## src/rtl/fir_mac_seq.sv

```systemverilog
`default_nettype none
// ============================================================================
//  Module   : fir_mac_seq
//  Purpose  : Time-multiplexed FIR multiply-accumulate stage. It keeps a
//             TAPS-deep sample history and a writable coefficient bank. One
//             multiplier iterates over all taps for every accepted sample,
//             then the result is rounded, saturated and offered downstream.
//  Revision : 1.0  initial release
// ============================================================================
module fir_mac_seq #(
   parameter int DW    = 16,
   parameter int CW    = 16,
   parameter int TAPS  = 8,
   parameter int AW    = 3,
   parameter int OW    = 16,
   parameter int SHIFT = 15
) (
   input  logic          CLK,
   input  logic          rst_n,
   input  logic          in_valid,
   output logic          in_ready,
   input  logic [DW-1:0] in_data,
   input  logic          coef_we,
   input  logic [AW-1:0] coef_addr,
   input  logic [CW-1:0] coef_data,
   output logic          out_valid,
   input  logic          out_ready,
   output logic [OW-1:0] out_data
);

   // Accumulator is wide enough for TAPS full-precision products.
   localparam int ACC_W  = DW + CW + AW;
   localparam int PROD_W = DW + CW;

   // One extra bit on the rounding path keeps the half-LSB add from wrapping.
   localparam logic signed [ACC_W:0] RND_HALF = (ACC_W+1)'(1) << (SHIFT-1);
   localparam logic signed [ACC_W:0] SAT_MAX  = (ACC_W+1)'((2**(OW-1)) - 1);
   localparam logic signed [ACC_W:0] SAT_MIN  = ~SAT_MAX;

   // LOAD is the output-register cycle between the last MAC edge and OUT.
   typedef enum logic [1:0] {
      S_IDLE = 2'd0,
      S_MAC  = 2'd1,
      S_LOAD = 2'd2,
      S_OUT  = 2'd3
   } state_t;

   state_t                    r_state;
   state_t                    w_state_nxt;
   logic signed [DW-1:0]      r_x [TAPS];
   logic signed [CW-1:0]      w_c [TAPS];
   logic signed [ACC_W-1:0]   r_acc;
   logic [AW-1:0]             r_idx;
   logic [OW-1:0]             r_out;
   logic signed [PROD_W-1:0]  w_prod;
   logic signed [ACC_W:0]     w_rnd;
   logic signed [ACC_W:0]     w_shr;
   logic [OW-1:0]             w_sat;
   logic                      w_accept;
   logic                      w_last;
   logic                      w_coef_en;

   assign w_accept  = (r_state == S_IDLE) && in_valid;
   assign w_last    = (r_idx == AW'(TAPS-1));
   assign w_coef_en = (r_state == S_IDLE) && coef_we;

   assign in_ready  = (r_state == S_IDLE);
   assign out_valid = (r_state == S_OUT);
   assign out_data  = r_out;

   // State register.
   always_ff @(posedge CLK or negedge rst_n) begin
      if (!rst_n) begin
         r_state <= S_IDLE;
      end else begin
         r_state <= w_state_nxt;
      end
   end

   // Next-state logic: accept, iterate taps, register result, wait for sink.
   always_comb begin
      w_state_nxt = r_state;
      case (r_state)
         S_IDLE: if (in_valid)  w_state_nxt = S_MAC;
         S_MAC:  if (w_last)    w_state_nxt = S_LOAD;
         S_LOAD:                w_state_nxt = S_OUT;
         S_OUT:  if (out_ready) w_state_nxt = S_IDLE;
         default:               w_state_nxt = S_IDLE;
      endcase
   end

   // Sample history: shift in a new sample each time one is accepted.
   always_ff @(posedge CLK or negedge rst_n) begin
      if (!rst_n) begin
         for (int k = 0; k < TAPS; k++) r_x[k] <= '0;
      end else if (w_accept) begin
         r_x[0] <= $signed(in_data);
         for (int k = 1; k < TAPS; k++) r_x[k] <= r_x[k-1];
      end
   end

   // Coefficient bank: one register per tap, out-of-range addresses match none.
   for (genvar g = 0; g < TAPS; g++) begin : g_coef
      logic signed [CW-1:0] r_coef;

      // Write only while idle so a running MAC sees a stable bank.
      always_ff @(posedge CLK or negedge rst_n) begin
         if (!rst_n) begin
            r_coef <= '0;
         end else if (w_coef_en && (coef_addr == AW'(g))) begin
            r_coef <= $signed(coef_data);
         end
      end

      assign w_c[g] = r_coef;
   end

   // Single shared multiplier, full-precision signed product.
   assign w_prod = r_x[r_idx] * w_c[r_idx];

   // Round half up, arithmetic shift, then clamp to the output range.
   always_comb begin
      w_rnd = {r_acc[ACC_W-1], r_acc} + RND_HALF;
      w_shr = w_rnd >>> SHIFT;
      w_sat = w_shr[OW-1:0];
      if (w_shr > SAT_MAX) begin
         w_sat = SAT_MAX[OW-1:0];
      end else if (w_shr < SAT_MIN) begin
         w_sat = SAT_MIN[OW-1:0];
      end
   end

   // Accumulator, tap index and output register.
   always_ff @(posedge CLK or negedge rst_n) begin
      if (!rst_n) begin
         r_acc <= '0;
         r_idx <= '0;
         r_out <= '0;
      end else begin
         case (r_state)
            S_IDLE: begin
               if (in_valid) begin
                  r_acc <= '0;
                  r_idx <= '0;
               end
            end
            S_MAC: begin
               r_acc <= r_acc + ACC_W'(w_prod);
               r_idx <= r_idx + 1'b1;
            end
            S_LOAD: begin
               r_out <= w_sat;
            end
            default: ;
         endcase
      end
   end

endmodule
`default_nettype wire

```

## config.mk

```make
export PLATFORM = sky130hd
export DESIGN_NAME = fir_mac_seq
export DESIGN_NICKNAME = d
export VERILOG_FILES = /design/src/rtl/fir_mac_seq.sv
export SDC_FILE = /design/constraint.sdc
export NUM_CORES = 1
export LEC_CHECK = 0
export CAP_MARGIN = 20
export CORE_UTILIZATION = 60
export DETAILED_ROUTE_END_ITERATION = 16
export PLACE_DENSITY = 0.77
export SLEW_MARGIN = 20
export SYNTH_ARGS = -nofsm -noshare
export SYNTH_HDL_FRONTEND = slang
export SYNTH_SLANG_ARGS = --single-unit
```

## constraint.sdc

```tcl
create_clock -name CLK -period 12.4 [get_ports CLK]
set_clock_uncertainty 0.2 [all_clocks]
set_input_delay 2.48 -clock CLK [delete_from_list [all_inputs] [get_ports CLK]]
set_output_delay 2.48 -clock CLK [all_outputs]
set_load 0.05 [all_outputs]
```

After elaboration in Yosys (flattened, before gate mapping):

Index checks and enable logic that the tools add are counted.

* bits of input ports: 40
* logic and storage cells: 73
* output and inout bits: 18
* bits in registers: 312

* bitwise logic cells: 1
* reduce and logical (&&, ||, !) cells: 15
* multiply operators: 1
* $lt $le $gt $ge: 3
* muxes and demuxes: 16
* $add $sub $neg: 3
* eq/ne operators: 14

Operator list (count)
* binary-select mux 16 bit (select 3 bit): 2
* 2-to-1 mux 16 bit: 6
* case mux 35 bit (2 select lines): 1
* adder 35 x 16 -> 36 bit, second input constant: 1
* adder 35 x 32 -> 35 bit: 1
* 2-to-1 mux 35 bit: 1
* multiplier 16 x 16 -> 32 bit: 1
* > comparator 21 x 16 -> 1 bit, second input constant: 1
* < comparator 21 x 16 -> 1 bit, second input constant: 1
* == test 3 bit, second input constant: 5
* logical AND 1 bit: 10
* case mux 2 bit (4 select lines): 1
* == test 3 x 2 -> 1 bit, second input constant: 2
* 2-to-1 mux 2 bit: 3
* case mux 3 bit (2 select lines): 1
* == test 2 bit, second input constant: 2
* >= comparator 4 bit, second input constant: 1
* inequality test 2 bit, second input constant: 2
* NOT 3 -> 4 bit: 1
* adder 3 x 1 -> 3 bit, second input constant: 1
* == test 3 x 1 -> 1 bit, second input constant: 1
* zero test 3 bit: 1
* 2-to-1 mux 3 bit: 1
* AND reduction 3 bit: 1
* 5 further kinds: 5

Depth between registers and ports, before layout:

Gate-level depths: netlist of the first run.

* depth after elaboration: 7
* depth in mapped cells: 27
* depth with buffers taken out: 24

Worst setup path before layout of the first run:

OpenSTA, ideal clock, no wires.

* kind: register to register
* start: register r_idx[0]
* end: register r_acc[25]
* path buffers: 4
* slack: 4.927 ns
* data required time: 12.078 ns
* cell stages (with the launch flop): 26
* data arrival time: 7.152 ns
* library setup time: 0.122 ns
* period minus slack after synthesis: 7.473 ns
* cell sequence: dfrtp_1 buf_6 buf_2 buf_2 mux4_2 mux2i_1 nor2_1 fa_1 fa_1 inv_1 fa_1 inv_1 fa_1 fa_1 inv_1 fa_1 inv_1 ha_1 clkbuf_1 a211oi_1 o21ai_0 a221oi_1 a2bb2oi_2 nand2b_1 a211o_1 a32o_1

* cells in the longest elaborated chain, start to end: 7
* elaborated cells between the ends (all ways): 10
* those cells by class: add/sub (1); mul (1); mux (7); bitwise (1)

RTL lines
* from (decl): RTL line 53 `logic [AW-1:0] r_idx;`
* from (signal assigned): RTL line 149 `r_idx <= r_idx + 1'b1;`
* NOT 3 -> 4 bit (implied by the code) (*): RTL line 119 `assign w_prod = r_x[r_idx] * w_c[r_idx];`
* binary-select mux 16 bit (select 3 bit): RTL line 119
* 2-to-1 mux 16 bit (implied by the code) (2 in series): RTL line 119
* multiplier 16 x 16 -> 32 bit (*): RTL line 119
* adder 35 x 32 -> 35 bit (*): RTL line 148 `r_acc <= r_acc + ACC_W'(w_prod);`
* case mux 35 bit (2 select lines) (*): RTL line 140 `case (r_state)`
* to (signal assigned): RTL line 148
* to (decl): RTL line 52 `logic signed [ACC_W-1:0] r_acc;`

Mark *: on every way between the ends. The rest lies on a longest branch, timed or not. The select of a mux whose other input is x is not followed.
A chain may end at the register's enable or synchronous reset.

Final worst setup path of the first run:

* start: register r_idx[0]
* end: register r_acc[33]

The elaborated chain is that of the path after synthesis.

==> flow_summary.toml, run 1 <==
[clock_network]
cts_setup_buffers = 0
clkSinkCount = 312
cts_buffer_depth = 3
numCtsBuffers = 34
ctsResizeCount = 0
clkTransAtPathRegs_ps = 60
cts_root_buf = "clkbuf_16"
holdBufCountCts = 0
clock_latency_ps = 570
tritoncts = "done"
htree_num_levels = 2

[synthesis]
synth_common_cells = "inv_1, dfrtp_1, fa_1"
ys_seq_elements = 312
ys_seq_area_share_pct = 31.0
synth_area_leader_cell = "dfrtp_1"
synthArstFlopShare_pct = 100
synth_area_per_cell_um2 = 11.6
yosysWarnings = 0
synthesis.area_um2 = 25200
synth_top_area_share_pct = 31.0
synth_edf_count = 0
synthTopCellsByArea = "dfrtp_1, fa_1, mux2_2"
synthCells = 2177
synth.most_common_cell = "inv_1"
synth_cell_type_count = 57
syn-num-nets = 2638
synthFlopType = "dfrtp_1"

[timing]
rsz0062_at_grt = "no"
slew_viol_final = 0
fmax_mhz = 112
hold_violations = 0
worstMarginPinSlew_ps = 1150
setup_viol = 0
finalCritPeriodShare_pct = 71.9
period_needed_ps = 8910
relSlewSlack_pct = 21.3
fin_tns_setup_ps = 0

[floorplan]
die_area_um2 = 42800
io_pins = 58
die_w_um = 207
start_util_pct = 61.3
rows = 74
die_h_um = 207
core_area_um2 = 41100

[grt]
overflow = 0
grt_pass1_wl_um = 92300
grt_max_degree = 102
grt_use_total_pct = 27.1
antenna_found_initial = 0
first_global_vias = 17400

[detailed_routing]
drtIter0Drc = 1050
firstDrtPassIters = 11
remaining_drc_errors = 5
ant_nets = 0
routed_via_density = 5.79
avgRoutedWirePerCell_um = 19.8
vias = 16100
wirelength_um = 55000

[placement]
dp_hpwl_um = 41400
gp_congestion = 0.951
numPortBuffers = 57

[finish]
drive_above_1_share_pct = 19.4
fillers = 3044
synthToLayoutAreaGrowth_pct = 9.06
antenna_cells = 0
fin_nets = 2676

[setup_path]
startpoint_type = "register"
worstPathRequired_ps = 12660
cp.arrival_ps = 9170
critPathMaxFanout = 42
path_class = "reg -> reg"
r2r_slack_ps = 3490
end_kind = "register"

[outcome]
status = "finished, violations left"
violations = "design-rule violations"

[flow_run]
max-cap-violations = 0

[min_path]
hp-class = "reg -> reg"
-- critical path: stages, from the launching register on --
cell and delay (ps):
dfrtp_4 730, buf_4 750, mux4_2 600, mux2i_1 900, nor2_1 130, fa_1 540
inv_1 50, fa_1 400, fa_1 510, fa_1 540, inv_1 50, fa_1 520
inv_1 50, fa_1 530, inv_1 40, ha_1 370, and4_1 250, o21ai_0 90
o22ai_1 440, a2bb2oi_2 190, o2111ai_1 320, nand4_1 160, and4_1 220, o31ai_1 200
-- layout make-up --
| cell class | count | area (um2) | share of cell area [%] |
|---|---|---|---|
| inverter | 397 | 1490 | 5.42 |
| multi-input combinational | 1389 | 15600 | 56.8 |
| sequential | 312 | 7810 | 28.4 |
| tap | 532 | 666 | 2.42 |
| clock inverter | 15 | 224 | 0.814 |
| clock buffer | 45 | 932 | 3.39 |
| timing repair buffer | 81 | 759 | 2.76 |
-- flip-flops by register name, summed over array words and instances (netlist names) --
signal,flops
g_coef.r_coef,128
out_data,16
r_acc,35
r_idx,3
r_state,2
r_x,128
-- through the flow --
stage / hold WS [ps] / setup slack, ps / util, % / std cells / area, um2
after global routing: 309 / 2920 / 66.9 / 2771 / 27500
after CTS: 304 / 3460 / 66.9 / 2771 / 27500
after detailed placement: 290 / 3510 / 64.1 / 2711 / 26300
final: 300 / 3490 / 66.9 / 2771 / 27500
after floorplan: 255 / 4930 / - / 2177 / 25200
after global placement: 279 / 3630 / 64.1 / 2711 / 26300
-- kinds of logic after synthesis --
kind of cell	after synthesis	share of synthesized area (%)
compound gates	150	4.05
flops	312	31.0
fa+ha+maj	421	30.1
simple gates	401	6.71
xor+xnor	45	1.56
mux	372	19.4
buf+inv	476	7.19
-- placed cells by master (no fill, tap or decap), types with 4 or more instances in the layout --
master / netlist / routed
mux4_2: 63 / 63
ha_1: 111 / 111
fa_1: 310 / 310
or3_1: 6 / 6
o21ai_0: 36 / 36
o21bai_1: 5 / 5
mux2i_1: 28 / 27
nand3_1: 16 / 16
nand2_1: 164 / 163
a21o_1: 12 / 12
nor3_1: 7 / 7
xnor2_1: 24 / 24
buf_4: 1 / 23
nand2b_1: 12 / 12
mux2_2: 279 / 279
a21oi_1: 23 / 23
and2_1: 8 / 8
a22o_1: 8 / 8
nor2_1: 161 / 161
clkdlybuf4s50_1: 0 / 56
o211ai_1: 4 / 4
o21a_1: 8 / 8
o31ai_1: 5 / 5
clkinv_2: 0 / 6
a211oi_1: 7 / 7
xor2_1: 21 / 21
inv_1: 396 / 396
bufinv_16: 0 / 4
dfrtp_1: 312 / 309
clkbuf_1: 56 / 7
o221ai_1: 14 / 14
clkbuf_16: 0 / 34
clkbuf_8: 0 / 4
a31oi_1: 7 / 7
nand4_1: 8 / 8
-- path summary, 6_finish.rpt --
| path | startpoint | to | cells past startpoint |
|---|---|---|---|
| worst max-delay path | r_idx[0] | r_acc[33] | 23 |
| worst min register to register | out_data[13] | out_data[13] | 2 |
| worst min-delay path | out_data[13] | out_data[13] | 2 |
| worst max register to register | r_idx[0] | r_acc[33] | 23 |
| max in group asynchronous | rst_n | r_idx[0] | 3 |
| min in group asynchronous | rst_n | r_acc[4] | 1 |
-- routing by layer --
metal	routed length [um]	GRT usage, %	vias to the layer above
li1	-	-	7140
met1	23700	37.4	8245
met2	26000	44.0	544
met3	3600	4.73	124
met4	1620	8.70	0
met5	0	0	-
Power of run 1 is not shown: default switching activity piles up to over one toggle a cycle in this logic, so the estimate is an artifact.
==> run 2: changes to the inputs <==
Clock period 12.4 ns to 8.89 ns, I/O delays scaled along.
==> run 2 against run 1 <==
Effect of this change: the flow still finishes with violations (design-rule violations); cell count is 0.94% higher; sequential share of layout area is 0.24 points lower; hold slack better by 2.6 ps; via count is 0.75% higher; non-clock buffer count is 22 higher; design area is 0.84% higher; register-to-register slack worse by 2500 ps; die area stayed put; utilization is 0.56 points higher; count of clock-buffer cells in the layout is 3 higher; critical path depth is 1 higher; setup slack worse by 2500 ps; critical path type unchanged; highest routed layer is now met5.
==> flow_summary.toml, run 2 (synthesis gave the netlist of run 1 again) <==
[timing]
hold_violations = 0
fmax_mhz = 126
finalCritPeriodShare_pct = 89.1
rsz0062_at_grt = "no"
worstMarginPinSlew_ps = 1200
relSlewSlack_pct = 19.8
slew_viol_final = 0
period_needed_ps = 7920
setup_viol = 0
hold-worst-slack_ps = 302
fin_tns_setup_ps = 0

[finish]
final_common_cell = "inv_1"
synthToLayoutAreaGrowth_pct = 9.97
fin_area_um2 = 27700
fin_nets = 2699
antenna_cells = 0
most-common-layout-cells = "inv_1, fa_1, dfrtp_1, mux2_2, nand2_1"
reg_top3 = "g_coef.r_coef x128, r_x x128, r_acc x35"
fin_cells = 2797
drive_above_1_share_pct = 20.4

[min_path]
hp-class = "reg -> reg"
worstHoldPathCells = 1
hp-start = "r_x[10]"

[setup_path]
cp.arrival_ps = 8180
crit_slowest_cell = "dfrtp_4"
path_class = "reg -> reg"
crit_start = "r_idx[0]"
startpoint_type = "register"
critPathMaxStageDelay_ps = 650
critPathMaxFanout = 18
r2r_start = "r_idx[0]"
r2r_slack_ps = 970
crit_chain = "buf_4 -> mux4_2 -> mux2i_1 -> buf_4 -> nor2_1 -> fa_1 -> inv_1 -> fa_1 -> fa_1 -> fa_1 -> inv_1 -> fa_1 -> inv_1 -> fa_1 -> inv_1 -> ha_1 -> and4_1 -> o21ai_0 -> o22ai_1 -> a2bb2oi_2 -> o2111ai_1 -> nand4_1 -> and4_1 -> o31ai_1"
end_kind = "register"
reg2regPathDepth = 24
crit_top_cell = "fa_1"
worstPathRequired_ps = 9150

[placement]
dpl_cell_area_um2 = 26500
dp_hpwl_um = 42100
dp.cells = 2733
gp_congestion = 0.947
numPortBuffers = 57

[grt]
grt_use_total_pct = 27.5
antenna_found_initial = 1
grt_max_degree = 112
overflow = 0
grt_pass1_wl_um = 93400
first_global_vias = 17700

[clock_network]
ctsResizeCount = 0
clkSinkCount = 312
numCtsBuffers = 35
cts_buffer_depth = 3
cts_root_buf = "clkbuf_16"
htree_num_levels = 2
tritoncts = "done"
holdBufCountCts = 0
cts_setup_buffers = 0
clock_latency_ps = 550
clkTransAtPathRegs_ps = 60

[floorplan]
io_pins = 58
start_util_pct = 61.3
rows = 74
die_area_um2 = 42800
core_area_um2 = 41100
die_w_um = 207
die_h_um = 207

[detailed_routing]
wirelength_um = 55500
routed_via_density = 5.78
ant_nets = 0
vias = 16200
remaining_drc_errors = 2
avgRoutedWirePerCell_um = 19.9
drtIter0Drc = 1089
firstDrtPassIters = 14

[outcome]
status = "finished, violations left"
violations = "design-rule violations"

[flow_run]
max-cap-violations = 0
==> run 2: worst paths after layout <==
check | to
max in group asynchronous | r_idx[0]
hold / removal | r_x[10]
setup / recovery | r_acc[33]
min in group asynchronous | r_acc[4]
hold reg to reg | r_x[10]
setup reg to reg | r_acc[33]
==> run 2: critical path, delay by kind of cell, from the launching register on <==
family / cells / cell delay [ps]
muxes: 2 / 680
and+or+nand+nor: 4 / 680
buffers and inverters: 6 / 830
DFF: 1 / 650
AOI/OAI and AO/OA: 5 / 1290
adders and majority gates: 7 / 3460
==> run 2: area by class of cell <==
| class | instances | area (um2) |
|---|---|---|
| flip-flops and latches | 312 | 7810 |
| multi-input cells | 1389 | 15600 |
| repair buffers | 103 | 946 |
| inverters | 397 | 1490 |
| clock buffers | 48 | 1020 |
| fillers | 2984 | 13400 |
| clock inverters | 16 | 185 |
| well taps | 532 | 666 |
==> run 2: per-stage QoR <==
stage | util [%] | worst slack, ps
final | 67.5 | 966
after CTS | 67.5 | 945
after global placement | 64.5 | 1100
after detailed placement | 64.5 | 947
after global routing | 67.5 | 524
after floorplan | - | 1420
==> run 2: routing by layer <==
metal | track usage (%) | part of all wire (%)
met1 | 38.1 | 43
met2 | 44.9 | 48
met4 | 9.37 | 3.2
met3 | 4.03 | 6.1
met5 | 0 | 0.023
Power of run 2 is left out for the same reason.
